### src/rtl/forward_net_if.sv
// Bundle of pipeline-side signals exchanged with the forwarding network.
// The master side drives the producer-stage, read-port and control inputs;
// the slave side (forward_net) returns the select, data, stall and count.
interface forward_net_if #(
    parameter int NUM_STAGES = 3,
    parameter int NUM_RPORTS = 2,
    parameter int DATA_W     = 32,
    parameter int ADDR_W     = 5,
    parameter int STALL_W    = 4
);
    logic                         flush;
    logic [STALL_W-1:0]           stall;
    logic [NUM_RPORTS*ADDR_W-1:0] rf_raddr;
    logic [NUM_STAGES-1:0]        stg_we;
    logic [NUM_STAGES*ADDR_W-1:0] stg_waddr;
    logic [NUM_STAGES*DATA_W-1:0] stg_wdata;
    logic [NUM_STAGES-1:0]        stg_is_load;
    logic                         stallreq_for_load;
    logic [NUM_RPORTS-1:0]        fwd_sel_r;
    logic [NUM_RPORTS*DATA_W-1:0] fwd_data_r;
    logic [31:0]                  load_stall_cnt;

    modport master (
        output flush, stall, rf_raddr, stg_we, stg_waddr, stg_wdata, stg_is_load,
        input  stallreq_for_load, fwd_sel_r, fwd_data_r, load_stall_cnt
    );

    modport slave (
        input  flush, stall, rf_raddr, stg_we, stg_waddr, stg_wdata, stg_is_load,
        output stallreq_for_load, fwd_sel_r, fwd_data_r, load_stall_cnt
    );
endinterface

### src/rtl/forward_net.sv
// Operand forwarding network: picks the youngest producer stage writing each
// read port's register, flags load-use hazards combinationally, registers the
// forward select/data for the next stage and counts load-use stall cycles.
module forward_net #(
    parameter int NUM_STAGES = 3,
    parameter int NUM_RPORTS = 2,
    parameter int DATA_W     = 32,
    parameter int ADDR_W     = 5,
    parameter int ZERO_REG   = 1,
    parameter int HOLD_BIT   = 2,
    parameter int STALL_W    = 4
) (
    input  logic          clk,
    input  logic          rst,
    forward_net_if.slave  bus
);

    logic [NUM_RPORTS-1:0]        sel_c;
    logic [NUM_RPORTS*DATA_W-1:0] data_c;
    logic [NUM_RPORTS-1:0]        load_hit_c;
    logic [NUM_RPORTS-1:0]        sel_q;
    logic [NUM_RPORTS*DATA_W-1:0] data_q;
    logic [31:0]                  cnt_q;
    logic                         hold;
    logic                         stall_unused;

    assign hold = bus.stall[HOLD_BIT];
    // Only the decode-hold bit matters here; the other bits steer other stages.
    assign stall_unused = ^bus.stall;

    // Per-port match search; stages are scanned oldest to youngest so the
    // lowest-index match is written last and wins, load or not.
    always_comb begin
        sel_c      = '0;
        data_c     = '0;
        load_hit_c = '0;
        for (int p = 0; p < NUM_RPORTS; p++) begin
            for (int s = NUM_STAGES - 1; s >= 0; s--) begin
                if (bus.stg_we[s] &&
                    (bus.stg_waddr[s*ADDR_W +: ADDR_W] == bus.rf_raddr[p*ADDR_W +: ADDR_W]) &&
                    !((ZERO_REG != 0) && (bus.rf_raddr[p*ADDR_W +: ADDR_W] == '0))) begin
                    sel_c[p]                   = 1'b1;
                    data_c[p*DATA_W +: DATA_W] = bus.stg_wdata[s*DATA_W +: DATA_W];
                    load_hit_c[p]              = bus.stg_is_load[s];
                end
            end
        end
    end

    assign bus.stallreq_for_load = |load_hit_c;

    // Forward select/data register: reset, then flush, then hold, else capture.
    always_ff @(posedge clk) begin
        if (rst || bus.flush) begin
            sel_q  <= '0;
            data_q <= '0;
        end else if (!hold) begin
            sel_q  <= sel_c;
            data_q <= data_c;
        end
    end

    // Saturating load-use stall cycle counter; ignores flush and hold.
    always_ff @(posedge clk) begin
        if (rst) begin
            cnt_q <= '0;
        end else if (bus.stallreq_for_load && (cnt_q != '1)) begin
            cnt_q <= cnt_q + 32'd1;
        end
    end

    assign bus.fwd_sel_r      = sel_q;
    assign bus.fwd_data_r     = data_q;
    assign bus.load_stall_cnt = cnt_q;

endmodule
### src/flat_wrapper.sv
// flat-port wrapper written by rule: the top's interface ports become plain ports
module forward_net_flat 
#(
    parameter int NUM_STAGES = 3,
    parameter int NUM_RPORTS = 2,
    parameter int DATA_W     = 32,
    parameter int ADDR_W     = 5,
    parameter int ZERO_REG   = 1,
    parameter int HOLD_BIT   = 2,
    parameter int STALL_W    = 4
)
  (clk, rst, bus_flush, bus_stall, bus_rf_raddr, bus_stg_we, bus_stg_waddr, bus_stg_wdata, bus_stg_is_load, bus_stallreq_for_load, bus_fwd_sel_r, bus_fwd_data_r, bus_load_stall_cnt);
  forward_net_if #(.NUM_STAGES(NUM_STAGES), .NUM_RPORTS(NUM_RPORTS), .DATA_W(DATA_W), .ADDR_W(ADDR_W), .STALL_W(STALL_W)) bus_i ();
  input  logic clk;
  input  logic rst;
  input wire logic [$bits(bus_i.flush)-1:0] bus_flush;
  input wire logic [$bits(bus_i.stall)-1:0] bus_stall;
  input wire logic [$bits(bus_i.rf_raddr)-1:0] bus_rf_raddr;
  input wire logic [$bits(bus_i.stg_we)-1:0] bus_stg_we;
  input wire logic [$bits(bus_i.stg_waddr)-1:0] bus_stg_waddr;
  input wire logic [$bits(bus_i.stg_wdata)-1:0] bus_stg_wdata;
  input wire logic [$bits(bus_i.stg_is_load)-1:0] bus_stg_is_load;
  output wire logic [$bits(bus_i.stallreq_for_load)-1:0] bus_stallreq_for_load;
  output wire logic [$bits(bus_i.fwd_sel_r)-1:0] bus_fwd_sel_r;
  output wire logic [$bits(bus_i.fwd_data_r)-1:0] bus_fwd_data_r;
  output wire logic [$bits(bus_i.load_stall_cnt)-1:0] bus_load_stall_cnt;
  assign bus_i.flush = bus_flush;
  assign bus_i.stall = bus_stall;
  assign bus_i.rf_raddr = bus_rf_raddr;
  assign bus_i.stg_we = bus_stg_we;
  assign bus_i.stg_waddr = bus_stg_waddr;
  assign bus_i.stg_wdata = bus_stg_wdata;
  assign bus_i.stg_is_load = bus_stg_is_load;
  assign bus_stallreq_for_load = bus_i.stallreq_for_load;
  assign bus_fwd_sel_r = bus_i.fwd_sel_r;
  assign bus_fwd_data_r = bus_i.fwd_data_r;
  assign bus_load_stall_cnt = bus_i.load_stall_cnt;
  forward_net #(.NUM_STAGES(NUM_STAGES), .NUM_RPORTS(NUM_RPORTS), .DATA_W(DATA_W), .ADDR_W(ADDR_W), .ZERO_REG(ZERO_REG), .HOLD_BIT(HOLD_BIT), .STALL_W(STALL_W)) u_core (.clk(clk), .rst(rst), .bus(bus_i));
endmodule
### config.mk
export PLATFORM = sky130hd
export DESIGN_NAME = forward_net_flat
export DESIGN_NICKNAME = d
export VERILOG_FILES = /design/src/rtl/forward_net_if.sv /design/src/rtl/forward_net.sv /design/src/flat_wrapper.sv
export SDC_FILE = /design/constraint.sdc
export NUM_CORES = 1
export LEC_CHECK = 0
export CORE_MARGIN = 2
export CORE_UTILIZATION = 46
export CTS_CLUSTER_DIAMETER = 80
export CTS_CLUSTER_SIZE = 8
export DETAILED_ROUTE_END_ITERATION = 12
export DONT_BUFFER_PORTS = 1
export SYNTH_ARGS = -nofsm -noshare
export SYNTH_HDL_FRONTEND = slang
export SYNTH_SLANG_ARGS = --single-unit
export TNS_END_PERCENT = 100
### constraint.sdc
create_clock -name clk -period 4.8 [get_ports clk]
set_input_delay 0.24 -clock clk [delete_from_list [all_inputs] [get_ports clk]]
set_output_delay 0.24 -clock clk [all_outputs]
set_load 0.005 [all_outputs]
==> metrics.json, run 1 <==
{
  "outcome": {"value": "finished clean"},
  "post-dp-hpwl": {"value": 10700, "unit": "um"},
  "holdCritStartpoint": {"value": "bus_stall[2]"},
  "power.density": {"value": 295, "unit": "nW/um^2"},
  "synthDistinctLibCells": {"value": 47},
  "detail_route.vias_per_cell": {"value": 6.28},
  "synthFlopType": {"value": "dfxtp_1"},
  "cts-resized-gates": {"value": 0},
  "data_arrival_critical_path": {"value": 3370, "unit": "ps"},
  "critical_path_class": {"value": "flip-flop to flip-flop"},
  "synthArstFlopShare": {"value": 0, "unit": "%"},
  "core.rowCount": {"value": 39},
  "top_signal_layer_used": {"value": "met4"},
  "tritoncts_num_sinks": {"value": 98},
  "power.clock.fraction": {"value": 45.2, "unit": "%"},
  "grt-ovfl-total": {"value": 0},
  "synth_edf_count": {"value": 0},
  "fin_cells": {"value": 791},
  "combPwrFrac": {"value": 5.9, "unit": "%"},
  "placement.io_buffers": {"value": 0},
  "syn-instance-count": {"value": 681},
  "sum_of_routed_wire_segments_on_met1": {"value": 6070, "unit": "um"},
  "worst_r2r_startpoint": {"value": "u_core.bus.load_stall_cnt[16]"},
  "final_hold_viol_count": {"value": 0},
  "clk_pin_slew": {"value": 70, "unit": "ps"},
  "post-synth-top-count-cell": {"value": "nor2_1"},
  "grt_setup_unrepaired": {"value": "no"},
  "min_path_cells": {"value": 2},
  "pleak": {"value": 1.72, "unit": "nW"},
  "crit_required": {"value": 5050, "unit": "ps"},
  "synth_area_per_cell": {"value": 7.90, "unit": "um^2"},
  "grt_pass1_wl": {"value": 24500, "unit": "um"},
  "cts_buffer_depth": {"value": 2},
  "netlist.top_cell.by_area": {"value": "dfxtp_1"},
  "htree_num_levels": {"value": 3},
  "ff2ff_setup_slack": {"value": 1680, "unit": "ps"},
  "grtUsageTotal": {"value": 24.0, "unit": "%"},
  "chipWidth": {"value": 112, "unit": "um"},
  "ys_seq_area_share": {"value": 36.5, "unit": "%"},
  "tritoncts": {"value": "done"},
  "finalClockSkew": {"value": 7.84, "unit": "ps"},
  "core-area": {"value": 11400, "unit": "um^2"},
  "wire_per_inst": {"value": 19.6, "unit": "um"},
  "relative_slew_slack": {"value": 29.9, "unit": "%"},
  "die_height": {"value": 112, "unit": "um"},
  "reg2reg_depth": {"value": 8},
  "p_int": {"value": 1.27, "unit": "mW"},
  "cts-buffers-inserted": {"value": 9},
  "netlist_top_cells_area": {"value": "dfxtp_1, nor2_1, a211oi_1, a22oi_1, a21oi_1"},
  "initial_core_util": {"value": 47.1, "unit": "%"},
  "final_net_count": {"value": 778},
  "clk_latency": {"value": 350, "unit": "ps"},
  "post-place-ws": {"value": 1660, "unit": "ps"},
  "share_of_the_clock_period_used_by_the_worst_path_after_layout": {"value": 64.9, "unit": "%"},
  "timing_limited_maximum_frequency": {"value": 0.321, "unit": "GHz"},
  "seq_power_share": {"value": 48.8, "unit": "%"},
  "wl_met2": {"value": 7340, "unit": "um"},
  "syn_std_cell_area": {"value": 5380, "unit": "um^2"},
  "post_synth_most_frequent_cells": {"value": "nor2_1, dfxtp_1, a21oi_1, a211oi_1, a22oi_1"},
  "drc_violations_left": {"value": 0},
  "top_level_ports": {"value": 233},
  "synth.ff_latch_count": {"value": 98},
  "crit_fanout": {"value": 11},
  "cts_root_buffer": {"value": "clkbuf_16"},
  "die-area": {"value": 12600, "unit": "um^2"},
  "post-synth-top-area-fraction": {"value": 36.5, "unit": "%"},
  "place.gp.congestion": {"value": 0.810},
  "finalCoreUtilization": {"value": 49.9, "unit": "%"},
  "p_switching": {"value": 409, "unit": "uW"},
  "final_critical_path_setup_slack": {"value": 1680, "unit": "ps"},
  "finalPower": {"value": 1.68, "unit": "mW"},
  "routed-via-count": {"value": 4966},
  "hold_path.class": {"value": "input pin to flip-flop"},
  "period_minus_ws_final": {"value": 3120, "unit": "ps"},
  "synth.yosys.warnings": {"value": 0},
  "worstMarginPinSlew": {"value": 1050, "unit": "ps"},
  "start_kind": {"value": "flip-flop"},
  "area_growth": {"value": 5.98, "unit": "%"},
  "mapped_nets": {"value": 816},
  "wire_length_reported_by_the_detailed_router": {"value": 15500, "unit": "um"},
  "met3WireLength": {"value": 1550, "unit": "um"},
  "setup_viol": {"value": 0},
  "drv.max_cap_violation_count": {"value": 0},
  "grt_start_max_net_pins": {"value": 133},
  "hold_path_end": {"value": "u_core.bus.fwd_data_r[22]"},
  "place_inst": {"value": 774},
  "antenna_cells": {"value": 0},
  "critical_path.reg2reg.endpoint": {"value": "u_core.bus.load_stall_cnt[17]"},
  "critical_path.endpoint_type": {"value": "flip-flop"},
  "peakVddDrop": {"value": 186, "unit": "uV"},
  "proportion_of_layout_cells_with_a_drive_suffix_above_1": {"value": 7.10, "unit": "%"},
  "setup-tns-final": {"value": 0, "unit": "ps"},
  "number_of_antenna_violations_at_the_first_check_in_global_routing": {"value": 0},
  "report.final.slew_viol_count": {"value": 0},
  "sw_frac_of_total": {"value": 24.3, "unit": "%"},
  "drt_iter0_markers": {"value": 388},
  "grt_pass1_vias": {"value": 4724},
  "detail-route-antenna-nets": {"value": 0},
  "dr.pass1.iters": {"value": 5}
}
cell families (layout without fill, tap and decap cells):
family	after synthesis	in the layout	share of synthesized area, %
buffers and inverters	62	29	4.88
AO/OA/AOI/OAI	213	213	26.8
AND/OR/NAND/NOR	252	252	22.5
flip-flops	98	98	36.5
multiplexers	3	3	0.674
adder cells (fa/ha/maj)	1	1	0.233
XOR/XNOR	52	52	8.47
layout by cell type, fill, tap and decap left out, types with 11 or more instances in the layout:
| master | instances |
|---|---|
| a21oi_1 | 73 |
| a22oi_1 | 64 |
| nor3_1 | 11 |
| nand2_1 | 11 |
| dfxtp_1 | 98 |
| xor2_1 | 12 |
| nor2_1 | 164 |
| nand4_1 | 14 |
| a211oi_1 | 64 |
| xnor2_1 | 40 |
| nand3_1 | 13 |
worst max-delay path: stages (launching register included):
cell	delay, ps
dfxtp_1	370
and4_1	280
and3_1	250
and3_1	240
nand3_1	300
nand3_1	420
nor3_2	680
nand4_1	170
mux2_2	290
state kept, by name, summed over array words and instances, names as in the netlist:
name	flops
u_core.bus.fwd_data_r	64
u_core.bus.load_stall_cnt	32
u_core.bus.fwd_sel_r	2
worst max path at each step:
stage	start	to	depth (start not counted)
6_report	u_core.bus.load_stall_cnt[16]	u_core.bus.load_stall_cnt[17]	8
5_1_grt	u_core.bus.load_stall_cnt[16]	u_core.bus.load_stall_cnt[17]	8
4_1_cts	u_core.bus.load_stall_cnt[16]	u_core.bus.load_stall_cnt[17]	8
3_5_place_dp	bus_rf_raddr[1]	u_core.bus.fwd_data_r[24]	10
3_3_place_gp	bus_rf_raddr[1]	u_core.bus.fwd_data_r[24]	10
2_1_floorplan	bus_rf_raddr[0]	u_core.bus.load_stall_cnt[27]	10
routing by layer:
layer	up-vias	track usage (%)
met5	-	0
met4	0	12.4
met3	40	9.56
met2	206	39.6
met1	2317	26.9
li1	2403	-
per-stage QoR:
step,cell area [um^2],hold WS (ps)
2_1_floorplan,5380,481
5_1_grt,5700,32.0
4_1_cts,5700,22.0
6_report,5700,28.7
3_5_place_dp,5380,315
3_3_place_gp,5380,312
layout make-up:
type	count	area, um^2
multi-input combinational	521	3170
timing repair buffer	9	70.1
fill	1122	5720
tap	143	179
clock inverter	7	82.6
clock buffer	9	225
sequential	98	1960
inverter	4	15.0
power by group through the flow:
stage	clock [mW]	sequential [mW]	combinational, mW
floorplan	0	0.839	0.102
global placement	0	0.840	0.0933
detailed placement	0	0.840	0.0958
CTS	0.775	0.821	0.100
global route	0.804	0.822	0.111
finish	0.761	0.821	0.0996
repair_timing:
item / in CTS / in global routing
hold endpoints to repair: 29 / 0
hold buffers: 1 / 0
buffers inserted: 0 / 0
Power figures use the tool's default switching activity.
==> inputs of run 2 (changes only) <==
==> constraint.sdc (replaced) <==
create_clock -name clk -period 3.2 [get_ports clk]
set_input_delay 0.16 -clock clk [delete_from_list [all_inputs] [get_ports clk]]
set_output_delay 0.16 -clock clk [all_outputs]
set_load 0.005 [all_outputs]
==> metrics.json, run 2 (synthesized netlist as in run 1, its figures left out) <==
{
  "finalClockSkew": {"value": 7.30, "unit": "ps", "change": "-0.545 ps"},
  "number_of_antenna_violations_at_the_first_check_in_global_routing": {"value": 0, "change": "unchanged"},
  "grt_setup_unrepaired": {"value": "no"},
  "dr.pass1.iters": {"value": 5, "change": "unchanged"},
  "clk_pin_slew": {"value": 70, "unit": "ps", "change": "about the same"},
  "drt_iter0_markers": {"value": 381, "change": "-1.8%"},
  "wl_met2": {"value": 7570, "unit": "um", "change": "+3.1%"},
  "final_net_count": {"value": 784, "change": "+0.77%"},
  "grtUsageTotal": {"value": 24.7, "unit": "%", "change": "+0.70 points"},
  "grt_pass1_vias": {"value": 4922, "change": "+4.2%"},
  "die_height": {"value": 112, "unit": "um", "change": "unchanged"},
  "relative_slew_slack": {"value": 28.5, "unit": "%", "change": "-1.4 points"},
  "final_hold_viol_count": {"value": 0, "change": "unchanged"},
  "min_path_cells": {"value": 2, "change": "unchanged"},
  "clk_latency": {"value": 340, "unit": "ps", "change": "about the same"},
  "path_cells": {"value": "and4_1 -> and3_1 -> and3_1 -> nand3_1 -> nand3_1 -> nor3_2 -> buf_4 -> a31o_1 -> a21oi_1"},
  "detail-route-antenna-nets": {"value": 0, "change": "unchanged"},
  "detail_route.vias_per_cell": {"value": 6.26, "change": "-0.26%"},
  "cts_root_buffer": {"value": "clkbuf_16"},
  "worstMarginPinSlew": {"value": 1070, "unit": "ps", "change": "+20.8 ps"},
  "routed-via-count": {"value": 4997, "change": "+0.62%"},
  "crit_fanout": {"value": 9, "change": "-2"},
  "post-dp-hpwl": {"value": 10700, "unit": "um", "change": "+0.20%"},
  "period_minus_ws_final": {"value": 2580, "unit": "ps", "change": "-540 ps"},
  "tritoncts": {"value": "done"},
  "timing_limited_maximum_frequency": {"value": 0.388, "unit": "GHz", "change": "+21%"},
  "chipWidth": {"value": 112, "unit": "um", "change": "unchanged"},
  "core-area": {"value": 11400, "unit": "um^2", "change": "unchanged"},
  "report.final.slew_viol_count": {"value": 0, "change": "unchanged"},
  "start_kind": {"value": "flip-flop"},
  "pleak": {"value": 1.77, "unit": "nW", "change": "+2.8%"},
  "data_arrival_critical_path": {"value": 2840, "unit": "ps", "change": "-530 ps"},
  "critPathSlowestCell": {"value": "dfxtp_1"},
  "holdCritStartpoint": {"value": "bus_stall[2]"},
  "final_cell_mix": {"value": "nor2_1, dfxtp_1, a21oi_1"},
  "critical_path.reg2reg.endpoint": {"value": "u_core.bus.load_stall_cnt[21]"},
  "wire_per_inst": {"value": 19.8, "unit": "um", "change": "+1.2%"},
  "initial_core_util": {"value": 47.1, "unit": "%", "change": "unchanged"},
  "placement.io_buffers": {"value": 0, "change": "unchanged"},
  "place.gp.congestion": {"value": 0.821, "change": "+1.3%"},
  "post-place-ws": {"value": 432, "unit": "ps", "change": "-1230 ps"},
  "area_growth": {"value": 7.35, "unit": "%"},
  "top_level_ports": {"value": 233, "change": "unchanged"},
  "ff2ff_setup_slack": {"value": 620, "unit": "ps", "change": "-1060 ps"},
  "cp.buffers_inverters": {"value": 1, "change": "+1"},
  "peakVddDrop": {"value": 207, "unit": "uV", "change": "+11%"},
  "wire_length_reported_by_the_detailed_router": {"value": 15800, "unit": "um", "change": "+2.1%"},
  "final_critical_path_setup_slack": {"value": 622, "unit": "ps", "change": "-1060 ps"},
  "critical_path.endpoint_type": {"value": "flip-flop"},
  "proportion_of_layout_cells_with_a_drive_suffix_above_1": {"value": 7.95, "unit": "%", "change": "+0.85 points"},
  "cts-buffers-inserted": {"value": 9, "change": "unchanged"},
  "cts_buffer_depth": {"value": 2, "change": "unchanged"},
  "cts-resized-gates": {"value": 0, "change": "unchanged"},
  "top_signal_layer_used": {"value": "met4"},
  "hold_path_end": {"value": "u_core.bus.fwd_data_r[26]"},
  "crit_required": {"value": 3460, "unit": "ps", "change": "-1590 ps"},
  "post-cts-setup-buffers": {"value": 0, "change": "unchanged"},
  "grt_start_max_net_pins": {"value": 69, "change": "-48%"},
  "power.density": {"value": 440, "unit": "nW/um^2", "change": "+49%"},
  "sum_of_routed_wire_segments_on_met1": {"value": 6050, "unit": "um", "change": "-0.33%"},
  "postCtsHoldBufs": {"value": 2, "change": "+1"},
  "hold_path.class": {"value": "input pin to flip-flop"},
  "setup-tns-final": {"value": 0, "unit": "ps", "change": "unchanged"},
  "cp_top_family": {"value": "simple AND/OR/NAND/NOR gates"},
  "largest_reg_flops": {"value": 64, "change": "unchanged"},
  "share_of_the_clock_period_used_by_the_worst_path_after_layout": {"value": 80.6, "unit": "%", "change": "+16 points"},
  "reg2reg_depth": {"value": 9, "change": "+1"},
  "drc_violations_left": {"value": 0, "change": "unchanged"},
  "core.rowCount": {"value": 39, "change": "unchanged"},
  "die-area": {"value": 12600, "unit": "um^2", "change": "unchanged"},
  "mostFrequentLayoutCell": {"value": "nor2_1"},
  "drv.max_cap_violation_count": {"value": 0, "change": "unchanged"},
  "n_fill_cell": {"value": 1125, "change": "+0.27%"},
  "tritoncts_num_sinks": {"value": 98, "change": "unchanged"},
  "grt-ovfl-total": {"value": 0, "change": "unchanged"},
  "worst_r2r_startpoint": {"value": "u_core.bus.load_stall_cnt[14]"},
  "met3WireLength": {"value": 1550, "unit": "um", "change": "+0.39%"},
  "outcome": {"value": "finished clean"},
  "setup_viol": {"value": 0, "change": "unchanged"},
  "critical_path_class": {"value": "flip-flop to flip-flop"},
  "critical_path.max_stage_delay": {"value": 450, "unit": "ps", "change": "-230 ps"},
  "grt_pass1_wl": {"value": 25200, "unit": "um", "change": "+2.8%"},
  "htree_num_levels": {"value": 3, "change": "unchanged"}
}
[run 2: cell types whose count changed in the layout (fill, tap and decap cells not counted), sizes merged]
cell,delta
clkbuf,+2
inv,-2
buf,+6
clkinvlp,-2
diode,+1
clkinv,+2
[run 2: power by group]
| part | total, mW | switching (mW) | internal, mW |
|---|---|---|---|
| Clock | 1.14 | 0.486 | 0.654 |
| Combinational | 0.170 | 0.0996 | 0.0708 |
| Sequential | 1.23 | 0.00664 | 1.23 |
| Total | 2.54 | 0.593 | 1.95 |
[run 2: layout make-up]
cell class / count / area, um^2 / area share [%]
Tap cell: 143 / 179 / 3.10
Inverter: 4 / 15.0 / 0.260
Timing Repair Buffer: 15 / 135 / 2.34
Antenna cell: 1 / 2.50 / 0.0433
Sequential cell: 98 / 1960 / 34.0
Clock inverter: 5 / 61.3 / 1.06
Clock buffer: 11 / 253 / 4.38
Multi-Input combinational cell: 521 / 3170 / 54.9
[run 2: how the worst max path moves through the flow]
stage | slack [ps] | to | startpoint | cells after the start
CTS | 620 | u_core.bus.load_stall_cnt[21] | u_core.bus.load_stall_cnt[14] | 9
detailed placement | 430 | u_core.bus.load_stall_cnt[21] | bus_stg_waddr[9] | 10
floorplan | 790 | u_core.bus.load_stall_cnt[27] | u_core.bus.load_stall_cnt[16] | 9
global route | 420 | bus_stallreq_for_load | bus_stg_waddr[7] | 8
finish | 620 | u_core.bus.load_stall_cnt[21] | u_core.bus.load_stall_cnt[14] | 9
global placement | 470 | u_core.bus.load_stall_cnt[19] | bus_stg_waddr[9] | 10
[run 2: metal layers]
| metal | vias up | GRT usage [%] |
|---|---|---|
| li1 | 2409 | - |
| met1 | 2336 | 28.4 |
| met2 | 206 | 39.9 |
| met3 | 46 | 9.34 |
| met4 | 0 | 13.3 |
| met5 | - | 0 |
[run 2: stage by stage]
step	std cells	instance area [um^2]	utilization, %	power (mW)	hold slack, ps
floorplan	681	5380	-	1.41	453
global placement	779	5420	47.5	1.40	232
detailed placement	779	5420	47.5	1.41	236
CTS	797	5770	50.6	2.57	12.1
global route	797	5770	50.6	2.64	25.6
finish	798	5780	50.6	2.54	19.1
[run 2: worst register-to-register path, delay by kind of cell (launching register included)]
family / cells / cell delay [ps]
buf+inv: 1 / 200
compound gates: 2 / 330
simple gates: 6 / 1510
flops: 1 / 450
==> inputs of run 3 (changes only) <==
==> constraint.sdc (replaced) <==
create_clock -name clk -period 2.4 [get_ports clk]
set_input_delay 0.12 -clock clk [delete_from_list [all_inputs] [get_ports clk]]
set_output_delay 0.12 -clock clk [all_outputs]
set_load 0.005 [all_outputs]
==> metrics.json, run 3 (synthesized netlist as in run 1, its figures left out) <==
{
  "hold_path_end": {"value": "u_core.bus.fwd_data_r[40]"},
  "share_of_the_clock_period_used_by_the_worst_path_after_layout": {"value": 90.9, "unit": "%", "change": "+10 points"},
  "largest_reg_flops": {"value": 64, "change": "unchanged"},
  "place_inst": {"value": 786, "change": "+0.90%"},
  "chipWidth": {"value": 112, "unit": "um", "change": "unchanged"},
  "die_height": {"value": 112, "unit": "um", "change": "unchanged"},
  "final_cell_mix": {"value": "nor2_1, dfxtp_1, a21oi_1"},
  "cts_buffer_depth": {"value": 2, "change": "unchanged"},
  "post-dp-hpwl": {"value": 10900, "unit": "um", "change": "+1.5%"},
  "crit_fanout": {"value": 8, "change": "-1"},
  "p_switching": {"value": 803, "unit": "uW", "change": "+36%"},
  "grt_start_max_net_pins": {"value": 116, "change": "+68%"},
  "sum_of_routed_wire_segments_on_met1": {"value": 6320, "unit": "um", "change": "+4.5%"},
  "reg2reg_depth": {"value": 9, "change": "unchanged"},
  "placement.cell_area": {"value": 5500, "unit": "um^2", "change": "+1.5%"},
  "setup-tns-final": {"value": 0, "unit": "ps", "change": "unchanged"},
  "drv.max_cap_violation_count": {"value": 0, "change": "unchanged"},
  "clk_pin_slew": {"value": 70, "unit": "ps", "change": "about the same"},
  "critical_path.reg2reg.endpoint": {"value": "u_core.bus.load_stall_cnt[23]"},
  "detail_route.vias_per_cell": {"value": 6.16, "change": "-1.6%"},
  "wl_met2": {"value": 7960, "unit": "um", "change": "+5.2%"},
  "pleak": {"value": 1.81, "unit": "nW", "change": "+2.4%"},
  "clk_latency": {"value": 350, "unit": "ps", "change": "about the same"},
  "finalClockSkew": {"value": 4.92, "unit": "ps", "change": "-2.38 ps"},
  "fin_area": {"value": 5860, "unit": "um^2", "change": "+1.4%"},
  "antenna_cells": {"value": 0, "change": "-1"},
  "final_net_count": {"value": 793, "change": "+1.1%"},
  "final_critical_path_setup_slack": {"value": 218, "unit": "ps", "change": "-404 ps"},
  "die-area": {"value": 12600, "unit": "um^2", "change": "unchanged"},
  "mostFrequentLayoutCell": {"value": "nor2_1"},
  "hold_path.class": {"value": "input pin to flip-flop"},
  "relative_slew_slack": {"value": 25.6, "unit": "%", "change": "-2.9 points"},
  "hold_ws": {"value": 6.32, "unit": "ps", "change": "-12.8 ps"},
  "worstMarginPinSlew": {"value": 1110, "unit": "ps", "change": "+43.2 ps"},
  "start_kind": {"value": "flip-flop"},
  "grtUsageTotal": {"value": 25.2, "unit": "%", "change": "+0.42 points"},
  "grt_pass1_wl": {"value": 25300, "unit": "um", "change": "+0.55%"},
  "outcome": {"value": "finished clean"},
  "proportion_of_layout_cells_with_a_drive_suffix_above_1": {"value": 8.75, "unit": "%", "change": "+0.80 points"},
  "grt-ovfl-total": {"value": 0, "change": "unchanged"},
  "seq_power_share": {"value": 48.9, "unit": "%", "change": "+0.4 points"},
  "fin_cells": {"value": 806, "change": "+1.0%"},
  "drc_violations_left": {"value": 0, "change": "unchanged"},
  "top_signal_layer_used": {"value": "met4"},
  "detail-route-antenna-nets": {"value": 0, "change": "unchanged"},
  "final_hold_viol_count": {"value": 0, "change": "unchanged"},
  "combPwrFrac": {"value": 7.5, "unit": "%", "change": "+0.8 points"},
  "data_arrival_critical_path": {"value": 2430, "unit": "ps", "change": "-410 ps"},
  "period_minus_ws_final": {"value": 2180, "unit": "ps", "change": "-396 ps"},
  "core.rowCount": {"value": 39, "change": "unchanged"},
  "finalPower": {"value": 3.36, "unit": "mW", "change": "+32%"},
  "wire_length_reported_by_the_detailed_router": {"value": 16300, "unit": "um", "change": "+2.9%"},
  "grt_setup_unrepaired": {"value": "no"},
  "htree_num_levels": {"value": 3, "change": "unchanged"},
  "place.gp.congestion": {"value": 0.896, "change": "+9.1%"},
  "min_path_cells": {"value": 3, "change": "+1"},
  "cts_root_buffer": {"value": "clkbuf_16"},
  "top_level_ports": {"value": 233, "change": "unchanged"},
  "power.density": {"value": 573, "unit": "nW/um^2", "change": "+30%"},
  "wire_per_inst": {"value": 20.2, "unit": "um", "change": "+1.8%"},
  "setup_viol": {"value": 0, "change": "unchanged"},
  "number_of_antenna_violations_at_the_first_check_in_global_routing": {"value": 0, "change": "unchanged"},
  "grt_pass1_vias": {"value": 4732, "change": "-3.9%"},
  "met3WireLength": {"value": 1520, "unit": "um", "change": "-2.2%"},
  "report.final.slew_viol_count": {"value": 0, "change": "unchanged"},
  "tritoncts_num_sinks": {"value": 98, "change": "unchanged"},
  "ff2ff_setup_slack": {"value": 220, "unit": "ps", "change": "-400 ps"},
  "critical_path_class": {"value": "flip-flop to flip-flop"},
  "worst_r2r_startpoint": {"value": "u_core.bus.load_stall_cnt[16]"},
  "area_growth": {"value": 8.88, "unit": "%"},
  "holdCritStartpoint": {"value": "bus_stall[2]"},
  "routed-via-count": {"value": 4966, "change": "-0.62%"},
  "drt_iter0_markers": {"value": 312, "change": "-18%"},
  "cts-buffers-inserted": {"value": 9, "change": "unchanged"},
  "tritoncts": {"value": "done"},
  "dr.pass1.iters": {"value": 5, "change": "unchanged"},
  "placement.io_buffers": {"value": 0, "change": "unchanged"},
  "sw_frac_of_total": {"value": 23.9, "unit": "%", "change": "+0.61 points"},
  "critical_path.endpoint_type": {"value": "flip-flop"},
  "post-cts-setup-buffers": {"value": 0, "change": "unchanged"},
  "finalCoreUtilization": {"value": 51.3, "unit": "%", "change": "+0.72 points"},
  "crit_required": {"value": 2640, "unit": "ps", "change": "-820 ps"},
  "timing_limited_maximum_frequency": {"value": 0.458, "unit": "GHz", "change": "+18%"},
  "peakVddDrop": {"value": 487, "unit": "uV", "change": "+140%"},
  "p_int": {"value": 2.55, "unit": "mW", "change": "+31%"},
  "post-place-ws": {"value": -50.3, "unit": "ps", "change": "-482 ps"},
  "initial_core_util": {"value": 47.1, "unit": "%", "change": "unchanged"},
  "core-area": {"value": 11400, "unit": "um^2", "change": "unchanged"},
  "power.clock.fraction": {"value": 43.6, "unit": "%", "change": "-1.2 points"}
}
==> run 3: changes by cell type in the layout (fill, tap and decap cells not counted), moves of 2 or more <==
cell,before,now
buf_4,13,18
buf_12,0,2
clkbuf_1,0,2
clkbuf_8,2,0
dlygate4sd3_1,1,3
==> run 3: what timing repair did <==
item,CTS,global route
resized for setup,0,0
endpoints found under the hold margin,96,0
hold buffers,4,0
==> run 3: layer usage <==
layer / track usage, % / up-vias
met3: 8.10 / 31
met1: 29.1 / 2301
met4: 10.8 / 0
li1: - / 2429
met2: 42.7 / 205
met5: 0 / -
==> run 3: final cells by class <==
type,instances,area (um^2)
clock buffers,11,233
clock inverters,5,63.8
fillers,1141,5560
inverters,4,15.0
multi-input cells,521,3170
flip-flops and latches,98,1960
well taps,143,179
repair buffers,24,233
==> run 3: power groups by stage <==
stage | sequential, mW | combinational [mW] | clock [mW]
2_1_floorplan | 1.68 | 0.204 | 0
3_3_place_gp | 1.68 | 0.199 | 0
3_5_place_dp | 1.68 | 0.202 | 0
4_1_cts | 1.64 | 0.252 | 1.50
5_1_grt | 1.64 | 0.279 | 1.57
6_report | 1.64 | 0.252 | 1.46
==> run 3: worst max path at each step <==
stage	start	end	slack, ps	cells past startpoint
4_1_cts	u_core.bus.load_stall_cnt[16]	u_core.bus.load_stall_cnt[23]	200	9
3_3_place_gp	bus_rf_raddr[6]	u_core.bus.fwd_data_r[37]	3	10
2_1_floorplan	bus_rf_raddr[0]	u_core.bus.load_stall_cnt[27]	50	10
6_report	u_core.bus.load_stall_cnt[16]	u_core.bus.load_stall_cnt[23]	220	9
5_1_grt	u_core.bus.load_stall_cnt[16]	u_core.bus.load_stall_cnt[29]	4	9
3_5_place_dp	bus_rf_raddr[6]	u_core.bus.fwd_data_r[37]	-50	10
==> run 3: worst max-delay path: stages, from the launching register on <==
cell and delay, ps:
dfxtp_1 360, and4_1 270, and3_1 200, and3_1 220, nand3_1 130, nand3_2 150
nor3_2 260, buf_4 210, a21oi_1 70, a31o_2 200
